==> config.mk <==
export PLATFORM = sky130hd
export DESIGN_NAME = ripple_carry_adder_4bit
export DESIGN_NICKNAME = d
export VERILOG_FILES = /design/src/rtl/rca_pkg.sv /design/src/rtl/rca_full_adder.sv /design/src/rtl/ripple_carry_adder_4bit.sv
export SDC_FILE = /design/constraint.sdc
export NUM_CORES = 1
export LEC_CHECK = 0
export ABC_AREA = 1
export BUFFER_PORTS_ARGS = -buffer_cell sky130_fd_sc_hd__buf_2
export CAP_MARGIN = 40
export CORE_AREA = 2 2 39 41
export CTS_BUF_LIST = sky130_fd_sc_hd__clkbuf_4
export DETAILED_ROUTE_END_ITERATION = 7
export DIE_AREA = 0 0 41 43
export SLEW_MARGIN = 10
export SYNTH_ARGS = -nofsm -noshare
export SYNTH_HDL_FRONTEND = slang
export SYNTH_HIERARCHICAL = 1
export SYNTH_SLANG_ARGS = --single-unit
==> constraint.sdc <==
create_clock -name clk -period 1.8 [get_ports clk]
set_clock_uncertainty 0.1 [all_clocks]
set_input_delay 0.09 -clock clk [delete_from_list [all_inputs] [get_ports clk]]
set_output_delay 0.09 -clock clk [all_outputs]
set_load 0.05 [all_outputs]
==> src/rtl/rca_pkg.sv <==
// Shared constants and types for the ripple-carry adder.
// The signed-overflow output is enabled by defining RCA_OVERFLOW_EN.
package rca_pkg;

    localparam int RCA_DEFAULT_WIDTH = 4;

    typedef logic [RCA_DEFAULT_WIDTH-1:0] operand_t;

endpackage : rca_pkg

==> src/rtl/rca_full_adder.sv <==
// Single-bit full-adder cell used as one link of the ripple-carry chain.
module rca_full_adder (
    input  logic a,
    input  logic b,
    input  logic cin,
    output logic sum,
    output logic cout
);

    assign sum  = a ^ b ^ cin;
    assign cout = (a & b) | (b & cin) | (a & cin);

endmodule : rca_full_adder

==> src/rtl/ripple_carry_adder_4bit.sv <==
// Unsigned ripple-carry adder with a one-cycle registered copy of the result.
// Defining RCA_OVERFLOW_EN adds the Ovf/Ovf_q two's-complement overflow outputs.
module ripple_carry_adder_4bit
    import rca_pkg::*;
#(
    parameter int WIDTH = RCA_DEFAULT_WIDTH
) (
    input  logic             clk,
    input  logic             rst,
    input  logic [WIDTH-1:0] A,
    input  logic [WIDTH-1:0] B,
    input  logic             Cin,
    input  logic             in_valid,
    output logic [WIDTH-1:0] Sum,
    output logic             Cout,
    output logic [WIDTH-1:0] Sum_q,
    output logic             Cout_q,
`ifdef RCA_OVERFLOW_EN
    output logic             Ovf,
    output logic             Ovf_q,
`endif
    output logic             out_valid
);

    logic [WIDTH:0] c;

    assign c[0] = Cin;

    for (genvar i = 0; i < WIDTH; i++) begin : g_cell
        rca_full_adder u_fa (
            .a    (A[i]),
            .b    (B[i]),
            .cin  (c[i]),
            .sum  (Sum[i]),
            .cout (c[i+1])
        );
    end

    assign Cout = c[WIDTH];

`ifdef RCA_OVERFLOW_EN
    // Carry into and out of the sign bit disagree exactly on signed overflow.
    assign Ovf = c[WIDTH] ^ c[WIDTH-1];
`endif

    always_ff @(posedge clk or posedge rst) begin
        if (rst) begin
            Sum_q     <= '0;
            Cout_q    <= 1'b0;
`ifdef RCA_OVERFLOW_EN
            Ovf_q     <= 1'b0;
`endif
            out_valid <= 1'b0;
        end else begin
            out_valid <= in_valid;
            if (in_valid) begin
                Sum_q  <= Sum;
                Cout_q <= Cout;
`ifdef RCA_OVERFLOW_EN
                Ovf_q  <= Ovf;
`endif
            end
        end
    end

endmodule : ripple_carry_adder_4bit

==> flow_metrics.py, run 1 <==
metrics = {
    "critical_path": {
        "startpoint_type": "input port",
        "worstSetupEndpointType": "output port",
        "slowest_delay_ns": 0.57,
        "cp.depth": 6,
        "worst_path_max_delay_cell": "fa_2",
        "crit_path_frequent_cell": "fa_2",
        "arrival_ns": 1.99,
        "path_max_fanout": 2,
        "reg2reg_slack_ns": 1.10,
        "path_cells": "buf_6 -> fa_2 -> fa_2 -> fa_2 -> fa_2 -> buf_8",
        "timing.rr.start": "Sum_q[2]",
        "path_class": "in2out",
        "reg2regPathDepth": 2,
        "rr_endpoint": "Sum_q[2]",
        "cp_data_required_time_ns": 1.61,
        "critPathBufInv": 2,
        "cpLargestDelayFamily": "adder cells",
    },
    "timing": {
        "slew_headroom": 0.832,
        "period_needed_ns": 2.18,
        "hold_viol": 0,
        "tightestPinTransition_ns": 0.254,
        "fmax_ghz": 0.458,
        "period_share": 1.21,
        "rsz0062_at_grt": "yes",
        "timing.final.ws_setup_ns": -0.383,
        "final-setup-viol-count": 5,
        "slew_viol_final": 0,
    },
    "yosys": {
        "synth_seq_cells": 6,
        "synthDistinctLibCells": 5,
        "synth_nets": 43,
        "synth_sequential_area_ratio": 0.511,
        "ys_warn_count": 6,
        "ys_top_cells_by_area": "dfrtp_1, fa_1, nand2_1",
        "syn_avg_cell_area_sq_um": 10.9,
        "syn_inst": 27,
        "yosysTopAreaCell": "dfrtp_1",
        "yosys.area.top_type_share": 0.511,
        "synth.cell_area_sq_um": 294,
    },
    "min_path": {
        "hold_depth": 4,
        "min_delay_worst_endpoint": "Sum_q[0]",
        "hold_start": "A[0]",
        "holdCritPathClass": "in2reg",
    },
    "finish": {
        "fin_cells": 72,
        "area_growth_pct": 81.7,
        "register_area_sq_um": 150,
        "nNetsFinal": 74,
        "multi_input_area_sq_um": 149,
        "drive_gt1_frac": 0.589,
        "antenna_cells": 0,
        "fillers": 144,
    },
    "grt": {
        "antenna_found_initial": 0,
        "grt_pass1_vias": 295,
        "grt_pass1_wl_um": 1270,
        "grt-ovfl-total": 0,
        "grt_max_degree": 8,
        "gr-usage-all-layers": 0.115,
    },
    "routing": {
        "detail-route-antenna-nets": 0,
        "dr.pass1.iters": 1,
        "drtIter0Drc": 0,
        "num_vias": 281,
        "routed_wirelength_um": 747,
        "detail_route.wl_per_cell_um": 10.4,
        "via_per_inst": 3.90,
        "drc": 0,
    },
    "floorplan": {
        "core-area_sq_mm": 0.00138,
        "rows": 14,
        "ios": 23,
        "die_w_um": 41,
        "die-height_um": 43,
        "fp.dieArea_sq_mm": 0.00176,
        "floorplan.initialDensity": 0.212,
    },
    "placed_design": {
        "gp_congestion": 0.723,
        "dp.cells": 65,
        "portBuffers": 22,
    },
    "outcome": {
        "outcome": "complete, but fails checks",
        "violations": "negative setup slack",
    },
    "cts": {
        "htreeDepth": 1,
        "clk_pin_slew_ns": 0.04,
        "clk_path_buf_depth": 2,
        "clock_sinks": 6,
        "cts_buffers": 3,
        "cts_root_buf": "clkbuf_4",
        "worstSkewPairLatency_ns": 0.24,
        "tritoncts": "done",
    },
    "power": {
        "powerDensity_mw_per_mm2": 1080,
        "ir_worst_vdd_uv": 356,
        "total_power_w": 0.000576,
        "leakage_nw": 0.286,
    },
    "flow_run": {
        "maxCapViolations": 0,
    },
}
-- cell usage after synthesis (all sizes together) --
cell type,number
dfrtp,6
fa,4
inv,2
nand2,15
-- logic make-up after synthesis --
family | synth area share
AND/OR/NAND/NOR | 0.191
adder cells (fa/ha/maj) | 0.272
buffers and inverters | 0.0255
flip-flops | 0.511
-- routing by layer --
metal | vias up | GRT usage | part of all wire
met3 | 0 | 0.0366 | 0.10
li1 | 139 | - | -
met4 | 0 | 0.100 | 0
met1 | 124 | 0.127 | 0.35
met5 | - | 0 | 0
met2 | 18 | 0.166 | 0.54
-- flip-flops by register name, indices dropped and copies added (netlist names) --
| signal | cells |
|---|---|
| Sum_q | 4 |
| out_valid | 1 |
| Cout_q | 1 |
-- report_power, final --
part / internal, W / switching (W)
clock network: 0.0000752 / 0.0000453
logic: 0.0000954 / 0.000196
registers: 0.000155 / 0.00000951
-- layout by cell type, fill, tap and decap left out --
master | netlist | routed
dlygate4sd3_1 | 0 | 2
nand2_1 | 15 | 14
dfrtp_1 | 6 | 6
inv_1 | 1 | 1
clkbuf_4 | 0 | 3
inv_2 | 1 | 1
buf_8 | 0 | 3
nand2_2 | 0 | 1
buf_6 | 0 | 2
fa_2 | 0 | 4
buf_2 | 0 | 18
buf_4 | 0 | 1
-- stage by stage --
step | util | setup TNS, ns | worst slack [ns] | hold WS, ns | cell area, sq um
after floorplan | - | -1.17 | -0.432 | -0.219 | 304
after global placement | 0.314 | -1.60 | -0.536 | -0.0906 | 434
after detailed placement | 0.314 | -1.63 | -0.541 | -0.0889 | 434
after CTS | 0.382 | -0.581 | -0.355 | 0.161 | 528
after global routing | 0.386 | -0.883 | -0.429 | 0.191 | 534
final | 0.386 | -0.694 | -0.383 | 0.169 | 534
-- how the worst max path moves through the flow --
stage	slack (ns)	endpoint	startpoint
2_1_floorplan	-0.43	Sum_q[3]	Cin
3_3_place_gp	-0.54	Sum[3]	Cin
3_5_place_dp	-0.54	Sum[3]	Cin
4_1_cts	-0.36	Sum[3]	A[0]
5_1_grt	-0.43	Sum[3]	A[0]
6_report	-0.38	Sum[3]	A[0]
-- final cells by class --
class / instances / area share
Multi-Input combinational cell: 19 / 0.279
Tap cell: 16 / 0.0375
Inverter: 2 / 0.0141
Sequential cell: 6 / 0.281
Timing Repair Buffer: 26 / 0.347
Clock buffer: 3 / 0.0422
-- timing repair --
item,4_1_cts,5_1_grt
resized for setup,10,2
buffers inserted,2,1
pin swaps,4,1
setup endpoints to repair,4,5
cloned,0,0
hold buffers,2,0
endpoints found under the hold margin,7,0
-- worst reg2reg max path: stages (launching register included) --
cell and delay, ns:
dfrtp_1 0.37, nand2_1 0.07, nand2_1 0.05
No activity file was read; power rests on OpenSTA's default activity.
==> inputs of run 2 (changes only) <==
SLEW_MARGIN = default   (was 10)
SYNTH_HIERARCHICAL = default   (was 1)
==> run 2 against run 1 <==
  * The flow still finishes with violations (negative setup slack)
  * Utilization grew 4.7 points
  * Sequential cell count unchanged
  * Maximum frequency is 8.1% higher
  * Die area stayed put
  * Sequential power about the same
  * Setup slack gained 0.16 ns
  * Area after synthesis rose by 23%
  * Clock power about the same
  * Global-route usage is 0.94 points lower
  * Hold slack better by 0.033 ns
  * Cell count grew 15%
  * Via count up 12%
  * Critical path type unchanged
  * Critical endpoint unchanged
==> flow_metrics.py, run 2 <==
metrics = {
    "outcome": {
        "outcome": "complete, but fails checks",
        "violations": "negative setup slack",
    },
    "finish": {
        "largest_reg_flops": 4,
        "fillers": 153,
        "final_common_cell": "buf_2",
        "layout_common_cells": "buf_2, nand2_1, dfrtp_1, inv_2",
        "register_area_sq_um": 150,
        "fin_cells": 83,
        "top_register": "Sum_q",
        "antenna_cells": 0,
        "multi_input_area_sq_um": 146,
        "largestRegisters": "Sum_q x4, Cout_q x1, out_valid x1",
        "drive_gt1_frac": 0.597,
        "nNetsFinal": 85,
        "final_util": 0.433,
        "area_growth_pct": 65.7,
    },
    "critical_path": {
        "worstSetupStartpoint": "A[0]",
        "path_class": "in2out",
        "startpoint_type": "input port",
        "worst_path_max_delay_cell": "fa_2",
        "timing.rr.start": "Sum_q[0]",
        "path_max_fanout": 2,
        "cp_data_required_time_ns": 1.61,
        "path_cells": "buf_8 -> inv_12 -> fa_2 -> inv_2 -> fa_2 -> fa_2 -> inv_2 -> fa_2 -> inv_2 -> buf_8",
        "critPathBufInv": 6,
        "arrival_ns": 1.83,
        "slowest_delay_ns": 0.42,
        "worstSetupEndpointType": "output port",
        "cpLargestDelayFamily": "adder cells",
        "crit_path_frequent_cell": "fa_2",
    },
    "routing": {
        "detail-route-antenna-nets": 0,
        "via_per_inst": 3.81,
        "num_vias": 316,
        "routed_wirelength_um": 766,
        "dr.pass1.iters": 2,
        "drc": 0,
        "drtIter0Drc": 1,
        "detail_route.wl_per_cell_um": 9.23,
    },
    "power": {
        "switching_share": 0.439,
        "internal-power_w": 0.000326,
        "powerDensity_mw_per_mm2": 970,
        "leakage_nw": 0.335,
        "power_switching_w": 0.000256,
        "seqPwrFrac": 0.283,
        "comb_power_share": 0.512,
        "total_power_w": 0.000582,
        "pwr-share-clk": 0.205,
        "ir_worst_vdd_uv": 309,
    },
    "flow_run": {
        "maxCapViolations": 0,
    },
    "grt": {
        "antenna_found_initial": 0,
        "grt_pass1_vias": 319,
        "gr-usage-all-layers": 0.105,
        "grt_pass1_wl_um": 1190,
        "grt_max_degree": 8,
        "grt-ovfl-total": 0,
    },
    "yosys": {
        "synth_seq_cells": 6,
        "synth_nets": 57,
        "ys_top_cells_by_count": "nand2_1, inv_1, dfrtp_1",
        "synth.cell_area_sq_um": 362,
        "yosysTopAreaCell": "dfrtp_1",
        "ys_async_sr_fraction": 1.00,
        "syn_avg_cell_area_sq_um": 8.82,
        "synthFlopType": "dfrtp_1",
        "syn_inst": 41,
        "yosysMostFrequentCell": "nand2_1",
        "ys_warn_count": 0,
        "yosys.area.top_type_share": 0.415,
        "synth-edff-count": 0,
        "ys_top_cells_by_area": "dfrtp_1, fa_1, nand2_1",
        "synth_sequential_area_ratio": 0.415,
        "synthDistinctLibCells": 6,
    },
    "cts": {
        "clock_sinks": 6,
        "clk_path_buf_depth": 2,
        "post-cts-setup-buffers": 0,
        "htreeDepth": 1,
        "cts_root_buf": "clkbuf_4",
        "worstSkewPairLatency_ns": 0.23,
        "clk_pin_slew_ns": 0.04,
        "tritoncts": "done",
        "cts_buffers": 3,
    },
    "floorplan": {
        "rows": 14,
        "core-area_sq_mm": 0.00138,
        "ios": 23,
        "floorplan.initialDensity": 0.261,
        "die_w_um": 41,
        "die-height_um": 43,
        "fp.dieArea_sq_mm": 0.00176,
    },
    "timing": {
        "fmax_ghz": 0.495,
        "period_needed_ns": 2.02,
        "tightestPinTransition_ns": 0.251,
        "slew_viol_final": 0,
        "hold_viol": 0,
        "final-setup-viol-count": 3,
        "period_share": 1.12,
        "timing.final.ws_setup_ns": -0.220,
        "hold_ws_ns": 0.202,
        "rsz0062_at_grt": "yes",
        "slew_headroom": 0.834,
    },
    "placed_design": {
        "gp_congestion": 0.617,
        "post-place-ws_ns": -0.395,
        "dp_hpwl_um": 624,
        "portBuffers": 22,
        "dp.cells": 78,
    },
    "min_path": {
        "hold_start": "B[1]",
        "holdCritPathClass": "in2reg",
    },
}
[run 2: metrics by stage]
step	cell area (sq um)	TNS [ns]
floorplan	397	-0.203
global placement	515	-1.08
detailed placement	515	-1.17
CTS	599	-0.436
global route	599	-0.402
finish	599	-0.244
[run 2: layout make-up]
type | instances | share of cell area
Timing Repair Buffer | 27 | 0.324
Clock buffer | 3 | 0.0376
Tap cell | 16 | 0.0334
Inverter | 12 | 0.111
Sequential cell | 6 | 0.251
Multi-Input combinational cell | 19 | 0.244
[run 2: tightest hold or removal path, cell delays in order]
cell and delay [ns]:
buf_2 0.10, fa_2 0.21, nand2_1 0.05, nand2_1 0.06
[run 2: final timing paths]
path                                 end  slack (ns)  cells past startpoint
worst max register to register  Sum_q[0]        1.09                      2
worst max-delay path              Sum[3]       -0.22                     10
worst min-delay path            Sum_q[1]        0.20                      4
worst min register to register  Sum_q[2]        0.36                      2
min in group asynchronous       Sum_q[0]        0.21                      3
max in group asynchronous       Sum_q[2]        1.20                      3
[run 2: per-layer routing]
| metal | share of wire | track usage |
|---|---|---|
| met1 | 0.34 | 0.0930 |
| met3 | 0.12 | 0.0471 |
| met4 | 0 | 0.0600 |
| met2 | 0.54 | 0.181 |
| met5 | 0 | 0 |
[run 2: cells by family after synthesis]
logic type | share of synthesized area
buffers and inverters | 0.208
AND/OR/NAND/NOR | 0.156
flip-flops | 0.415
adder cells (fa/ha/maj) | 0.221
[run 2: power groups by stage]
stage,Clock [W],Sequential (W),Combinational [W]
floorplan,0,0.000235,0.000151
global placement,0,0.000165,0.000272
detailed placement,0,0.000166,0.000276
CTS,0.000123,0.000164,0.000302
global route,0.000139,0.000166,0.000320
finish,0.000119,0.000164,0.000298
[run 2: repair_timing]
action	in CTS	in global routing
hold buffers	2	0
gates resized for setup	12	0
pin swaps	4	2
endpoints found under the setup margin	4	3
endpoints found under the hold margin	7	0
==> inputs of run 3 (changes only) <==
REMOVE_ABC_BUFFERS = 1   (was default)
==> run 3 against run 2 <==
  * The flow still finishes with violations (negative setup slack)
  * Cell count unchanged
  * Via count up 0.95%
  * Register-to-register slack hardly changed
  * Non-clock buffer count unchanged
==> flow_metrics.py, run 3 (synthesis gave the netlist of run 2 again) <==
metrics = {
    "grt": {
        "grt_pass1_wl_um": 1230,
        "antenna_found_initial": 0,
        "grt_pass1_vias": 341,
        "grt_max_degree": 8,
        "grt-ovfl-total": 0,
        "gr-usage-all-layers": 0.108,
    },
    "timing": {
        "period_needed_ns": 2.03,
        "period_share": 1.13,
        "timing.final.ws_setup_ns": -0.232,
        "hold_viol": 0,
        "fmax_ghz": 0.492,
        "tightestPinTransition_ns": 0.251,
        "slew_viol_final": 0,
        "slew_headroom": 0.834,
        "rsz0062_at_grt": "yes",
        "final-setup-viol-count": 3,
        "hold_ws_ns": 0.179,
    },
    "critical_path": {
        "worstSetupEndpointType": "output port",
        "reg2regPathDepth": 2,
        "startpoint_type": "input port",
        "arrival_ns": 1.84,
        "reg2reg_slack_ns": 1.09,
        "cp_data_required_time_ns": 1.61,
        "rr_endpoint": "Sum_q[3]",
        "worstSetupStartpoint": "A[0]",
        "timing.rr.start": "Sum_q[3]",
        "path_max_fanout": 2,
        "path_class": "in2out",
    },
    "floorplan": {
        "fp.dieArea_sq_mm": 0.00176,
        "rows": 14,
        "die-height_um": 43,
        "die_w_um": 41,
        "core-area_sq_mm": 0.00138,
        "ios": 23,
        "floorplan.initialDensity": 0.261,
    },
    "cts": {
        "htreeDepth": 1,
        "clk_pin_slew_ns": 0.04,
        "tritoncts": "done",
        "worstSkewPairLatency_ns": 0.25,
        "clk_path_buf_depth": 2,
        "cts_root_buf": "clkbuf_4",
        "clock_sinks": 6,
        "cts_buffers": 3,
    },
    "min_path": {
        "hold_start": "B[1]",
        "min_delay_worst_endpoint": "Sum_q[1]",
        "hold_depth": 4,
        "holdCritPathClass": "in2reg",
    },
    "finish": {
        "final_util": 0.428,
        "layout_common_cells": "buf_2, nand2_1, inv_2, dfrtp_1",
        "register_area_sq_um": 150,
        "nNetsFinal": 85,
        "largest_reg_flops": 4,
        "multi_input_area_sq_um": 154,
        "antenna_cells": 0,
        "final_common_cell": "buf_2",
        "drive_gt1_frac": 0.612,
        "fillers": 145,
        "area_growth_pct": 63.7,
        "top_register": "Sum_q",
        "largestRegisters": "Sum_q x4, Cout_q x1, out_valid x1",
    },
    "placed_design": {
        "portBuffers": 22,
        "gp_congestion": 0.590,
        "dp_hpwl_um": 575,
    },
    "power": {
        "ir_worst_vdd_uv": 313,
        "total_power_w": 0.000591,
        "leakage_nw": 0.343,
        "powerDensity_mw_per_mm2": 998,
    },
    "routing": {
        "detail_route.wl_per_cell_um": 9.49,
        "drtIter0Drc": 6,
        "dr.pass1.iters": 3,
        "via_per_inst": 3.84,
        "detail-route-antenna-nets": 0,
        "drc": 0,
        "num_vias": 319,
        "routed_wirelength_um": 788,
    },
    "flow_run": {
        "maxCapViolations": 0,
    },
    "outcome": {
        "outcome": "complete, but fails checks",
        "violations": "negative setup slack",
    },
}
==> run 3: cell count changes in the layout (fill, tap and decap cells not counted), sizes merged <==
cell	change
clkinvlp	-1
buf	-1
clkbuf	+1
inv	+1
==> run 3: per-stage QoR <==
stage	cell area [sq um]	std cells	setup TNS, ns	worst slack (ns)
after floorplan	332	37	-0.893	-0.394
after global placement	484	78	-0.978	-0.405
after detailed placement	484	78	-1.11	-0.432
after CTS	607	85	-0.459	-0.246
after global routing	592	83	-0.413	-0.287
final	592	83	-0.255	-0.232
==> run 3: worst max path at each step <==
stage	depth (start not counted)	end	slack [ns]
3_3_place_gp	10	Sum[3]	-0.40
2_1_floorplan	10	Sum_q[3]	-0.39
3_5_place_dp	10	Sum[3]	-0.43
4_1_cts	10	Sum[3]	-0.25
6_report	10	Sum[3]	-0.23
5_1_grt	10	Sum[3]	-0.29
==> run 3: cell type report <==
| class | count | area share |
|---|---|---|
| Multi-Input combinational cell | 19 | 0.260 |
| Tap cell | 16 | 0.0338 |
| Clock buffer | 3 | 0.0381 |
| Sequential cell | 6 | 0.254 |
| Inverter | 12 | 0.0803 |
| Timing Repair Buffer | 27 | 0.334 |
==> run 3: worst max-delay path: stages <==
cell and delay, ns:
buf_6 0.10, inv_4 0.04, fa_2 0.19, inv_2 0.04, fa_2 0.33, fa_2 0.34, inv_2 0.06, fa_1 0.41
inv_2 0.10, buf_8 0.15
==> run 3: report_power, final <==
part / total [W] / switching, W / internal (W)
clock network: 0.000124 / 0.0000485 / 0.0000754
registers: 0.000164 / 0.00000907 / 0.000155
logic: 0.000303 / 0.000205 / 0.0000983
total: 0.000591 / 0.000262 / 0.000328
==> run 3: what timing repair did <==
| action | 4_1_cts | 5_1_grt |
|---|---|---|
| endpoints found under the setup margin | 4 | 4 |
| resized for setup | 25 | 2 |
| pin swaps | 2 | 2 |
| endpoints found under the hold margin | 7 | 0 |
| setup buffers | 2 | 0 |
| hold buffers | 2 | 0 |
==> run 3: routing by layer <==
metal  up-vias  share of wire  routed length [um]  global-route usage
met5         -              0                   0                   0
met4         0          0.032                  25               0.100
met3         3          0.052                  41                   0
met2        14           0.57                 450               0.191
met1       140           0.34                 270               0.101
li1        162              -                   -                   -
